### config.mk
export PLATFORM = sky130hd
export DESIGN_NAME = instruction_fetch
export DESIGN_NICKNAME = d
export VERILOG_FILES = /design/src/rtl/instruction_fetch.sv
export SDC_FILE = /design/constraint.sdc
export NUM_CORES = 1
export LEC_CHECK = 0
export BUFFER_PORTS_ARGS = -buffer_cell sky130_fd_sc_hd__buf_2
export CORE_ASPECT_RATIO = 0.7
export CORE_MARGIN = 4
export CORE_UTILIZATION = 44
export DETAILED_ROUTE_END_ITERATION = 8
export PLACE_DENSITY = 0.75
export SETUP_SLACK_MARGIN = 0.05
export SLEW_MARGIN = 30
export SYNTH_ARGS = -nofsm -noshare
export SYNTH_HDL_FRONTEND = slang
export SYNTH_SLANG_ARGS = --single-unit
### constraint.sdc
create_clock -name clk -period 4.44 [get_ports clk]
set_input_delay 0.444 -clock clk [delete_from_list [all_inputs] [get_ports clk]]
set_output_delay 0.444 -clock clk [all_outputs]
set_load 0.01 [all_outputs]
### src/rtl/instruction_fetch.sv
// RV32I IF stage: PC generation, 1-cycle BRAM read, one-entry skid buffer and redirect handling.
// Optional FETCH_PERF_COUNTERS_EN adds the perf_fetched/perf_stalled counters (tied to 0 otherwise).
module instruction_fetch #(
  parameter logic [31:0] RESET_VECTOR = 32'h0000_0000,
  parameter logic [31:0] NOP_INST     = 32'h0000_0013
) (
  input  logic        clk,
  input  logic        reset,
  input  logic        stall,
  input  logic        redirect,
  input  logic [31:0] redirect_pc,
  output logic [31:0] im_addr,
  output logic        im_re,
  input  logic [31:0] im_data,
  output logic [31:0] inst_out,
  output logic [31:0] pc_out,
  output logic        valid_out,
  output logic        exception_fetch_misaligned,
  output logic [31:0] perf_fetched,
  output logic [31:0] perf_stalled
);

  // Handshake: an output beat is transferred on every cycle with valid_out=1
  // and stall=0; with stall=1 the same beat is presented again next cycle.
  // A redirect kills whatever is shown in its own cycle.

  logic [31:0] fetch_pc;
  logic        pending_valid;
  logic [31:0] pending_pc;
  logic        pending_fault;
  logic        hold_valid;
  logic [31:0] hold_inst;
  logic [31:0] hold_pc;
  logic        hold_fault;
  logic        issue;
  logic [31:0] pending_inst;

  assign im_addr      = redirect ? redirect_pc : fetch_pc;
  assign issue        = redirect | ~stall;
  assign im_re        = issue & (im_addr[1:0] == 2'b00);
  assign pending_inst = pending_fault ? NOP_INST : im_data;
  assign valid_out    = (hold_valid | pending_valid) & ~reset;

  always_comb begin
    inst_out                   = NOP_INST;
    pc_out                     = pending_pc;
    exception_fetch_misaligned = 1'b0;
    if (hold_valid) begin
      inst_out                   = hold_inst;
      pc_out                     = hold_pc;
      exception_fetch_misaligned = hold_fault;
    end else if (pending_valid) begin
      inst_out                   = pending_inst;
      pc_out                     = pending_pc;
      exception_fetch_misaligned = pending_fault;
    end
  end

  always_ff @(posedge clk or posedge reset) begin
    if (reset) begin
      fetch_pc      <= RESET_VECTOR;
      pending_valid <= 1'b0;
      pending_pc    <= RESET_VECTOR;
      pending_fault <= 1'b0;
      hold_valid    <= 1'b0;
      hold_inst     <= NOP_INST;
      hold_pc       <= RESET_VECTOR;
      hold_fault    <= 1'b0;
    end else if (redirect) begin
      hold_valid    <= 1'b0;
      pending_valid <= 1'b1;
      pending_pc    <= redirect_pc;
      pending_fault <= (redirect_pc[1:0] != 2'b00);
      fetch_pc      <= redirect_pc + 32'd4;
    end else if (!stall) begin
      hold_valid    <= 1'b0;
      pending_valid <= 1'b1;
      pending_pc    <= fetch_pc;
      pending_fault <= (fetch_pc[1:0] != 2'b00);
      fetch_pc      <= fetch_pc + 32'd4;
    end else if (pending_valid && !hold_valid) begin
      // BRAM data is only valid for one cycle, so park it before it is lost.
      hold_valid    <= 1'b1;
      hold_inst     <= pending_inst;
      hold_pc       <= pending_pc;
      hold_fault    <= pending_fault;
      pending_valid <= 1'b0;
    end
  end

`ifdef FETCH_PERF_COUNTERS_EN
  logic [31:0] fetched_cnt;
  logic [31:0] stalled_cnt;

  always_ff @(posedge clk or posedge reset) begin
    if (reset) begin
      fetched_cnt <= 32'h0;
      stalled_cnt <= 32'h0;
    end else if (valid_out && !redirect) begin
      if (stall) stalled_cnt <= stalled_cnt + 32'd1;
      else       fetched_cnt <= fetched_cnt + 32'd1;
    end
  end

  assign perf_fetched = fetched_cnt;
  assign perf_stalled = stalled_cnt;
`else
  assign perf_fetched = 32'h0;
  assign perf_stalled = 32'h0;
`endif

endmodule

After elaboration in Yosys (flattened, before gate mapping)
Cells that the tools add are included.

storage, ports and cells
  flip-flop bits (word level) = 132
  input bits = 68
  output and inout port bits = 163

operators by class
  $add $sub $neg = 2
  equal/unequal tests = 2
  multiplexer cells = 19
  bitwise logic cells = 7
  reductions and logical operators = 6

operators with widths
  cell                                                    count
  2-to-1 mux 32 bit                                       9
  adder 32 x 3 -> 32 bit (second input constant)          2
  2-to-1 mux 1 bit                                        10
  nonzero test 2 bit                                      2
  inequality test 3 x 1 -> 1 bit (second input constant)  1
  NOT 1 bit                                               3
  AND reduction 3 bit                                     1
  bitwise AND 1 bit                                       2
  logical NOT 2 bit                                       1
  inequality test 2 x 1 -> 1 bit (second input constant)  1
  OR 1 bit                                                2
  logical AND 1 bit                                       1
  logical NOT 1 bit                                       1

Depth between registers and ports, before layout
Gate-level depths: netlist of run 1.

  depth in word-level cells = 5
  depth in mapped cells = 13
  depth with buffers taken out = 7

Worst setup path before layout of run 1
Ideal clock, no wire load.

  path type = in2reg
  from = in redirect
  to = reg fetch_pc[30]
  setup time = 95 ps
  data arrival time = 2,944 ps
  required time = 4,345 ps
  slack = 1,401 ps
  stages on the path = 12
  cell sequence = buf_6 -> buf_12 -> buf_12 -> buf_2 -> buf_2 -> mux2_2 -> ha_1 -> nand4b_1 -> a221oi_4 -> nand4_4 -> o31a_1 -> o31ai_1

on the way
  longest elaborated chain between the ends = 1
  elaborated cells between the ends (all ways) = 2
  classes of those cells = 1 x eq/ne; 1 x mux

ends and longest elaborated chain
  element                                                                                      RTL line  text
  start, declared                                                                              10        input logic redirect,
  inequality test 2 x 1 -> 1 bit (no source line) / 2-to-1 mux 32 bit (equally long branches)  -
  end signal, assigned                                                                         74        fetch_pc <= redirect_pc + 32'd4;
  end signal, assigned                                                                         80        fetch_pc <= fetch_pc + 32'd4;
  end, declared                                                                                27        logic [31:0] fetch_pc;

Parallel ways exist; a longest one is shown, timed or not.
A chain may end at the register's enable or synchronous reset.

Worst setup path after layout of run 1
  from = in redirect
  to = out im_re

on the way
  longest elaborated chain between the ends = 3
  elaborated cells between the ends (all ways) = 4
  classes of those cells = 1 x mux; 2 x bitwise; 1 x reduce/logical

ends and longest elaborated chain
  element                RTL line  text
  2-to-1 mux 32 bit      38        assign im_addr = redirect ? redirect_pc : fetch_pc;
  logical NOT 2 bit      40        assign im_re = issue & (im_addr[1:0] == 2'b00);
  bitwise AND 1 bit (*)  40
  end, declared          13        output logic im_re,

Every way passes the cells marked *; elsewhere a longest branch is shown, timed or not.

==> results.cfg, run 1 <==
[floorplanning]
rows = 39
coreArea_um2 = 16600
die-area_um2 = 19500
io_pins = 231
die_h_um = 118
die_w_um = 165
start_util_pct = 45.7

[finish]
postLayoutCellArea_um2 = 8960
finalCoreUtilization_pct = 53.8
drive_gt1_share_pct = 31.3
final_nets = 1017
area_delta_synth_final_pct = 17.7
final_cell_mix = buf_2 (166), dfrtp_1 (127), nand2_1 (103)
num_antenna_cells = 0
final_common_cell = buf_2

[grt]
antenna_found_initial = 0
grt_pass1_wl_mm = 30.0
grt_pass1_vias = 5571
grt_util_all_layers_pct = 19.1
grt_max_degree = 102
grt.overflow.total = 0

[sta]
rsz0062_at_grt = no
max_freq_mhz = 347
tightest_slew_ns = 0.839
max_slew_margin_pct = 44.1
period_needed_ns = 2.89
hold_viol = 0
tns_ns = 0
slew_violations = 0
finalCritPeriodShare_pct = 65.0
skew_ns = 0.0106
setup_violations = 0

[detailed_routing]
finalWirelength_mm = 18.5
vias = 5954
remaining_drc_errors = 0
wl_per_cell_um = 15.6
drt_iter0_markers = 470
via_per_inst = 5.02
ant_nets = 0
drt_pass1_iterations = 5

[cts]
htreeDepth = 4
insertion_delay_ns = 0.41
cts_tree = built
cts_buffers = 17
cts-resized-gates = 0
clockRootBuffer = clkbuf_16
holdBufCountCts = 0
clk_pin_slew_worst_paths_ns = 0.06
post_cts_buffers = 0
clockBufferDepth = 2
cts_num_sinks = 132

[worst_setup_path]
crit_path_max_fanout = 60
crit_required_ns = 4.00
path_buf_inv = 3
critPathMaxStageDelay_ns = 0.63
timing.rr.start = fetch_pc[2]$_DFFE_PP0N_
cp-start-kind = input pin
r2r_cells = 7
r2r_slack_ns = 1.98
reg2reg_to = fetch_pc[26]$_DFFE_PP0N_
arrival_ns = 2.44
cpLargestDelayFamily = buffers and inverters
critPathMostFrequentCell = buf_2
critPathCaptureType = output port
cp_cell_sequence = buf_2 -> buf_4 -> nand2b_4 -> nand2b_1 -> nor2_1 -> buf_2
cpMaxStageDelayCell = buf_4
worstSetupPathType = in2out
cp.depth = 6

[placed_design]
place.gp.congestion = 0.818
postPlaceCellArea_um2 = 8330
port-buffer-count = 166
dp_hpwl_mm = 13.1

[synthesis]
yosysSeqAreaShare_pct = 43.4
ys_seq_elements = 132
yosysWarnings = 0
postSynthAreaPerCell_um2 = 9.48
synth_cells = 803
ys_types = 47
synth_area_um2 = 7610

[min_path]
hold_path_class = in2async

[pwr]
p_leak_nw = 4.22
peakVddDrop_uv = 217
power.density_nw_per_um2 = 432

[status]
outcome = finished, final reports clean

[flow_run]
drv_cap = 0
[per-layer routing]
layer	vias up	track usage [%]	part of all wire, %
met5	-	0	0
li1	2916	-	-
met3	14	4.90	6.9
met2	199	28.3	45
met1	2825	28.4	47
met4	0	3.32	0.85
[power by group]
group	internal, mW	switching (mW)	leakage, nW	total [mW]
Clock	0.922	0.556	0.297	1.48
Sequential	1.42	0.148	1.57	1.57
Combinational	0.366	0.456	2.36	0.822
Total	2.71	1.16	4.22	3.87
[metrics by stage]
step / setup WS, ns / hold slack, ns / std cells / total power, mW
after floorplan: 0.475 / 0.448 / 866 / 2.16
after global placement: 1.44 / 0.463 / 1154 / 2.39
after detailed placement: 1.41 / 0.471 / 1154 / 2.42
after CTS: 1.23 / 0.285 / 1186 / 3.91
after global routing: 1.37 / 0.234 / 1186 / 4.08
final: 1.55 / 0.175 / 1186 / 3.87
[cell families after synthesis]
logic type	count (synthesis)	share of synthesized area, %
AOI/OAI and AO/OA	143	11.3
other	1	0.0493
buffers and inverters	134	10.5
DFF	132	43.4
and+or+nand+nor	274	18.1
xor gates and xnor gates	18	2.07
adders and majority gates	1	0.164
muxes	100	14.4
[sequential cells by signal (all words and copies together) (netlist names)]
register and cells:
fetch_pc 32, hold_fault 1, hold_inst 32, hold_pc 32
hold_valid 1, pending_fault 1, pending_pc 32, pending_valid 1
[Yosys cell counts (all sizes together)]
cell / n / share of area (%)
a21o: 2 / 0.20
nor4: 3 / 0.25
mux2i: 25 / 3.3
o31a: 2 / 0.23
o41ai: 1 / 0.12
and3: 1 / 0.082
buf: 84 / 8.0
o21ai: 71 / 4.7
and2: 2 / 0.16
a21oi: 42 / 2.8
ha: 1 / 0.16
a211oi: 2 / 0.20
and4: 4 / 0.46
xnor2: 14 / 1.6
o311ai: 1 / 0.12
clkbuf: 26 / 1.3
nand3: 14 / 1.1
o31ai: 5 / 0.49
nand4b: 8 / 1.4
nor3: 11 / 0.72
nand2b: 35 / 2.9
conb: 1 / 0.049
nand3b: 3 / 0.30
dfstp: 3 / 1.0
nor2b: 8 / 0.66
a31oi: 2 / 0.16
nand4: 17 / 1.8
nor2: 64 / 3.2
nand2: 104 / 5.1
a22oi: 2 / 0.26
dfrtp: 129 / 42
o21a: 8 / 0.79
a21boi: 1 / 0.099
a221oi: 4 / 1.2
inv: 24 / 1.2
mux2: 75 / 11
xor2: 4 / 0.46
[area by class of cell]
| class | instances | area [um2] |
|---|---|---|
| clock buffer | 19 | 453 |
| clock inverter | 13 | 170 |
| sequential | 132 | 3310 |
| inverter | 24 | 97.6 |
| tap | 225 | 282 |
| timing repair buffer | 173 | 883 |
| multi-input combinational | 600 | 3760 |
| fill | 1528 | 7680 |
[worst max-delay path by stage]
| stage | start | endpoint |
|---|---|---|
| 6_report | redirect | im_re |
| 3_5_place_dp | redirect | fetch_pc[26]$_DFFE_PP0N_ |
| 4_1_cts | hold_valid$_DFFE_PP0P_ | inst_out[31] |
| 5_1_grt | hold_valid$_DFFE_PP0P_ | inst_out[3] |
| 2_1_floorplan | reset | fetch_pc[0]$_DFFE_PP0P_ |
| 3_3_place_gp | redirect | fetch_pc[26]$_DFFE_PP0N_ |
Power figures use the tool's default switching activity.
==> run 2, diff against run 1 <==
==> constraint.sdc (replaced) <==
create_clock -name clk -period 3 [get_ports clk]
set_input_delay 0.3 -clock clk [delete_from_list [all_inputs] [get_ports clk]]
set_output_delay 0.3 -clock clk [all_outputs]
set_load 0.01 [all_outputs]
==> results.cfg, run 2 (synthesized netlist as in run 1, its figures left out) <==
[cts]
insertion_delay_ns = 0.41
clockRootBuffer = clkbuf_16
htreeDepth = 4
cts-resized-gates = 0
post_cts_buffers = 0
clk_pin_slew_worst_paths_ns = 0.06
cts_buffers = 17
cts_num_sinks = 132
holdBufCountCts = 1
clockBufferDepth = 2
cts_tree = built

[sta]
hold_viol = 0
tightest_slew_ns = 0.616
skew_ns = 0.00493
max_freq_mhz = 402
slew_violations = 0
max_slew_margin_pct = 57.8
finalCritPeriodShare_pct = 82.9
rsz0062_at_grt = no
tns_ns = 0
period_needed_ns = 2.49
setup_violations = 0

[worst_setup_path]
reg2reg_to = fetch_pc[26]$_DFFE_PP0N_
cp-start-kind = flip-flop
arrival_ns = 2.76
crit_path_max_fanout = 8
r2r_slack_ns = 0.51
r2r_cells = 7
crit_required_ns = 3.27
timing.rr.start = fetch_pc[2]$_DFFE_PP0N_
critPathCaptureType = flip-flop
worstSetupPathType = reg2reg

[pwr]
p_leak_nw = 4.26
power.density_nw_per_um2 = 626
power.total_mw = 5.66
peakVddDrop_uv = 332

[detailed_routing]
drt_pass1_iterations = 7
via_per_inst = 5.03
vias = 6005
remaining_drc_errors = 0
wl_per_cell_um = 15.9
drt_iter0_markers = 449
finalWirelength_mm = 19.0
ant_nets = 0

[finish]
final_cell_mix = buf_2 (166), dfrtp_1 (127), nand2_1 (103)
final_common_cell = buf_2
fillers = 1532
area_delta_synth_final_pct = 18.7
drive_gt1_share_pct = 31.6
final_nets = 1024
finalCoreUtilization_pct = 54.3
multi_input_area_um2 = 3760
ff_latch_area_um2 = 3310

[floorplanning]
coreArea_um2 = 16600
die_h_um = 118
start_util_pct = 45.7
die-area_um2 = 19500
die_w_um = 165
io_pins = 231
rows = 39

[grt]
grt_pass1_wl_mm = 30.8
grt_max_degree = 84
grt_pass1_vias = 5826
grt.overflow.total = 0
grt_util_all_layers_pct = 19.6
antenna_found_initial = 1

[placed_design]
place.gp.congestion = 0.834
port-buffer-count = 166
dp_hpwl_mm = 13.4

[min_path]
hold_path_class = in2reg
worstHoldPathCells = 2
hold_start = redirect_pc[1]
holdPathEnd = fetch_pc[1]$_DFFE_PP0P_

[status]
outcome = finished, final reports clean

[flow_run]
drv_cap = 0
[run 2: changes by cell type in the layout (fill, tap and decap cells not counted)]
cell | previous run | this run
buf_12 | 0 | 4
clkinv_4 | 1 | 4
buf_4 | 7 | 9
inv_6 | 5 | 3
bufinv_16 | 3 | 2
clkinvlp_4 | 3 | 4
diode_2 | 0 | 1
dlygate4sd3_1 | 0 | 1
inv_8 | 1 | 0
nand2b_1 | 33 | 34
nand2b_2 | 1 | 0
[run 2: layout make-up]
cell class	count	area share (%)
multi-input combinational	600	41.6
antenna	1	0.0277
clock buffer	19	5.01
timing repair buffer	180	10.9
tap	225	3.12
clock inverter	13	1.65
inverter	24	1.04
sequential	132	36.6
[run 2: power by group]
group,switching (mW),internal (mW)
sequential,0.219,2.11
clock,0.819,1.28
combinational,0.681,0.555
total,1.72,3.94
[run 2: worst max path at each step]
stage | depth (start not counted) | startpoint | to | slack (ns)
after floorplan | 12 | redirect | fetch_pc[30]$_DFFE_PP0N_ | 0.10
after global placement | 8 | redirect | fetch_pc[26]$_DFFE_PP0N_ | 0.50
after detailed placement | 8 | redirect | fetch_pc[26]$_DFFE_PP0N_ | 0.45
after CTS | 7 | fetch_pc[2]$_DFFE_PP0N_ | fetch_pc[26]$_DFFE_PP0N_ | 0.51
after global routing | 7 | fetch_pc[2]$_DFFE_PP0N_ | fetch_pc[30]$_DFFE_PP0N_ | 0.38
final | 7 | fetch_pc[2]$_DFFE_PP0N_ | fetch_pc[26]$_DFFE_PP0N_ | 0.51
[run 2: worst max-delay path, cell delays in order (launching register included)]
cell and delay [ns]:
dfrtp_1 0.42, mux2_2 0.22, ha_1 0.24, nand4_1 0.21, a221oi_4 0.50, nand4_4 0.23
o311ai_0 0.41, nand4_1 0.13
[run 2: stage by stage]
step                      std cells  setup WS [ns]  hold slack (ns)  area (um2)
after global placement         1160          0.498            0.407        8420
after floorplan                 866          0.105            0.442        7850
final                          1194          0.514            0.139        9040
after CTS                      1193          0.509            0.122        9030
after global routing           1194          0.381            0.139        9040
after detailed placement       1160          0.447            0.410        8420
[run 2: per-layer routing]
metal  wire [um]  global-route usage, %  up-vias  share of wire [%]
met3        1190                   3.96       21                6.3
li1            -                      -     2933                  -
met5           0                      0        -                  0
met2        8450                   29.4      188                 45
met1        9040                   28.6     2863                 48
met4         269                   5.61        0                1.4
==> run 3, diff against run 2 <==
--- a/config.mk
+++ b/config.mk
@@ -10,7 +10,7 @@
 export CORE_MARGIN = 4
 export CORE_UTILIZATION = 44
 export DETAILED_ROUTE_END_ITERATION = 8
-export PLACE_DENSITY = 0.75
+export PLACE_DENSITY = 0.78
 export SETUP_SLACK_MARGIN = 0.05
 export SLEW_MARGIN = 30
 export SYNTH_ARGS = -nofsm -noshare
==> constraint.sdc (replaced) <==
create_clock -name clk -period 2.27 [get_ports clk]
set_input_delay 0.227 -clock clk [delete_from_list [all_inputs] [get_ports clk]]
set_output_delay 0.227 -clock clk [all_outputs]
set_load 0.01 [all_outputs]
==> results.cfg, run 3 (synthesized netlist as in run 1, its figures left out) <==
[status]
outcome = finished, final reports clean

[sta]
slew_violations = 0
hold_viol = 0
max_freq_mhz = 458
max_slew_margin_pct = 64.4
finalCritPeriodShare_pct = 96.2
rsz0062_at_grt = yes
setup_ws_ns = 0.0870
skew_ns = 0.00761
period_needed_ns = 2.18
tightest_slew_ns = 0.533
setup_violations = 0
hold_slack_ns = 0.0833

[pwr]
power.density_nw_per_um2 = 813
p_sw_share_pct = 30.6
p_switching_mw = 2.29
peakVddDrop_uv = 450
p_leak_nw = 4.37
p_int_mw = 5.21
pwr-share-comb_pct = 22.9
power.total_mw = 7.50
power_frac_clock_pct = 36.1
seqPwrFrac_pct = 41.0

[placed_design]
dp_hpwl_mm = 13.6
place.gp.congestion = 0.878
pre_cts_slack_ns = -0.0597
port-buffer-count = 166

[worst_setup_path]
cp_cell_sequence = mux2_4 -> ha_4 -> nand4_1 -> a221oi_4 -> nand4_4 -> o31a_1 -> nor3_2
worstSetupPathType = reg2reg
timing.rr.start = fetch_pc[2]$_DFFE_PP0N_
r2r_slack_ns = 0.09
crit_path_max_fanout = 8
cp-start-kind = flip-flop
crit_required_ns = 2.60
arrival_ns = 2.52
cpMaxStageDelayCell = a221oi_4
critPathMaxStageDelay_ns = 0.45
critPathCaptureType = flip-flop
startpoint = fetch_pc[2]$_DFFE_PP0N_

[cts]
cts_num_sinks = 132
clockRootBuffer = clkbuf_16
htreeDepth = 4
cts_tree = built
insertion_delay_ns = 0.41
cts_buffers = 17
clockBufferDepth = 2
clk_pin_slew_worst_paths_ns = 0.06

[finish]
num_antenna_cells = 0
drive_gt1_share_pct = 33.6
fillers = 1479
final_nets = 1044
final_common_cell = buf_2
final_cell_mix = buf_2 (166), dfrtp_1 (127), nand2_1 (103)
area_delta_synth_final_pct = 21.2

[detailed_routing]
vias = 6230
drt_iter0_markers = 444
wl_per_cell_um = 15.8
finalWirelength_mm = 19.2
via_per_inst = 5.14
ant_nets = 0
remaining_drc_errors = 0
drt_pass1_iterations = 5

[floorplanning]
io_pins = 231
die_w_um = 165
die_h_um = 118
coreArea_um2 = 16600
rows = 39
die-area_um2 = 19500
start_util_pct = 45.7

[grt]
grt.overflow.total = 0
antenna_found_initial = 0
grt_max_degree = 101
grt_util_all_layers_pct = 19.5
grt_pass1_wl_mm = 30.7
grt_pass1_vias = 5859

[min_path]
hold_start = im_data[16]
hold_path_class = in2reg

[flow_run]
drv_cap = 0
==> run 3: changes by cell type in the layout (fill, tap and decap cells not counted), sizes merged <==
cell | before | now
diode | 1 | 0
clkinv | 5 | 7
inv | 26 | 27
clkbuf | 19 | 18
buf | 179 | 199
clkinvlp | 4 | 2
==> run 3: area by class of cell <==
cell class | instances | area [um2] | area share [%]
Tap cell | 225 | 282 | 3.05
Inverter | 24 | 93.8 | 1.02
Sequential cell | 132 | 3310 | 35.9
Multi-Input combinational cell | 600 | 3810 | 41.3
Clock buffer | 18 | 429 | 4.65
Clock inverter | 14 | 149 | 1.61
Timing Repair Buffer | 200 | 1150 | 12.5
==> run 3: final timing paths <==
| path | to | cells past startpoint |
|---|---|---|
| hold reg to reg | hold_inst[30]$_DFFE_PP0P_ | 2 |
| min in group asynchronous | hold_inst[20]$_DFFE_PP0P_ | 4 |
| setup / recovery | fetch_pc[28]$_DFFE_PP0N_ | 7 |
| setup reg to reg | fetch_pc[28]$_DFFE_PP0N_ | 7 |
| hold / removal | hold_inst[16]$_DFFE_PP0P_ | 3 |
| max in group asynchronous | hold_pc[8]$_DFFE_PP0P_ | 4 |
==> run 3: timing repair <==
item,4_1_cts,5_1_grt
gates cloned,0,0
hold endpoints to repair,32,0
pin swaps,1,8
setup buffers,0,5
hold buffers,1,0
resized for setup,1,4
endpoints found under the setup margin,2,6
==> run 3: layer usage <==
layer  GRT usage [%]  up-vias  wire length [um]
li1                -     2966                 -
met1            28.4     2978              8870
met2            29.6      257              8740
met3            3.99       29              1310
met4            5.09        0               269
met5               0        -                 0
==> run 3: metrics by stage <==
step                      util, %  std cells  setup TNS [ns]  instance area [um2]
after floorplan                 -        866           -1.52                 7910
after global placement       51.5       1175               0                 8570
after detailed placement     51.5       1175          -0.130                 8570
after CTS                    55.1       1208               0                 9160
after global routing         55.5       1213         -0.0777                 9230
final                        55.5       1213               0                 9230
==> run 3: critical path, delay by kind of cell (launching register included) <==
kind	cells	cell delay, ns
compound gates	2	0.82
fa+ha+maj	1	0.14
flops	1	0.38
mux	1	0.19
simple gates	3	0.58
==> run 3: power groups by stage <==
stage | Combinational, mW | Clock [mW] | Sequential [mW]
CTS | 1.70 | 2.75 | 3.07
finish | 1.72 | 2.71 | 3.07
global placement | 1.65 | 0 | 3.08
global route | 1.91 | 2.85 | 3.13
detailed placement | 1.69 | 0 | 3.11
floorplan | 1.24 | 0 | 3.01
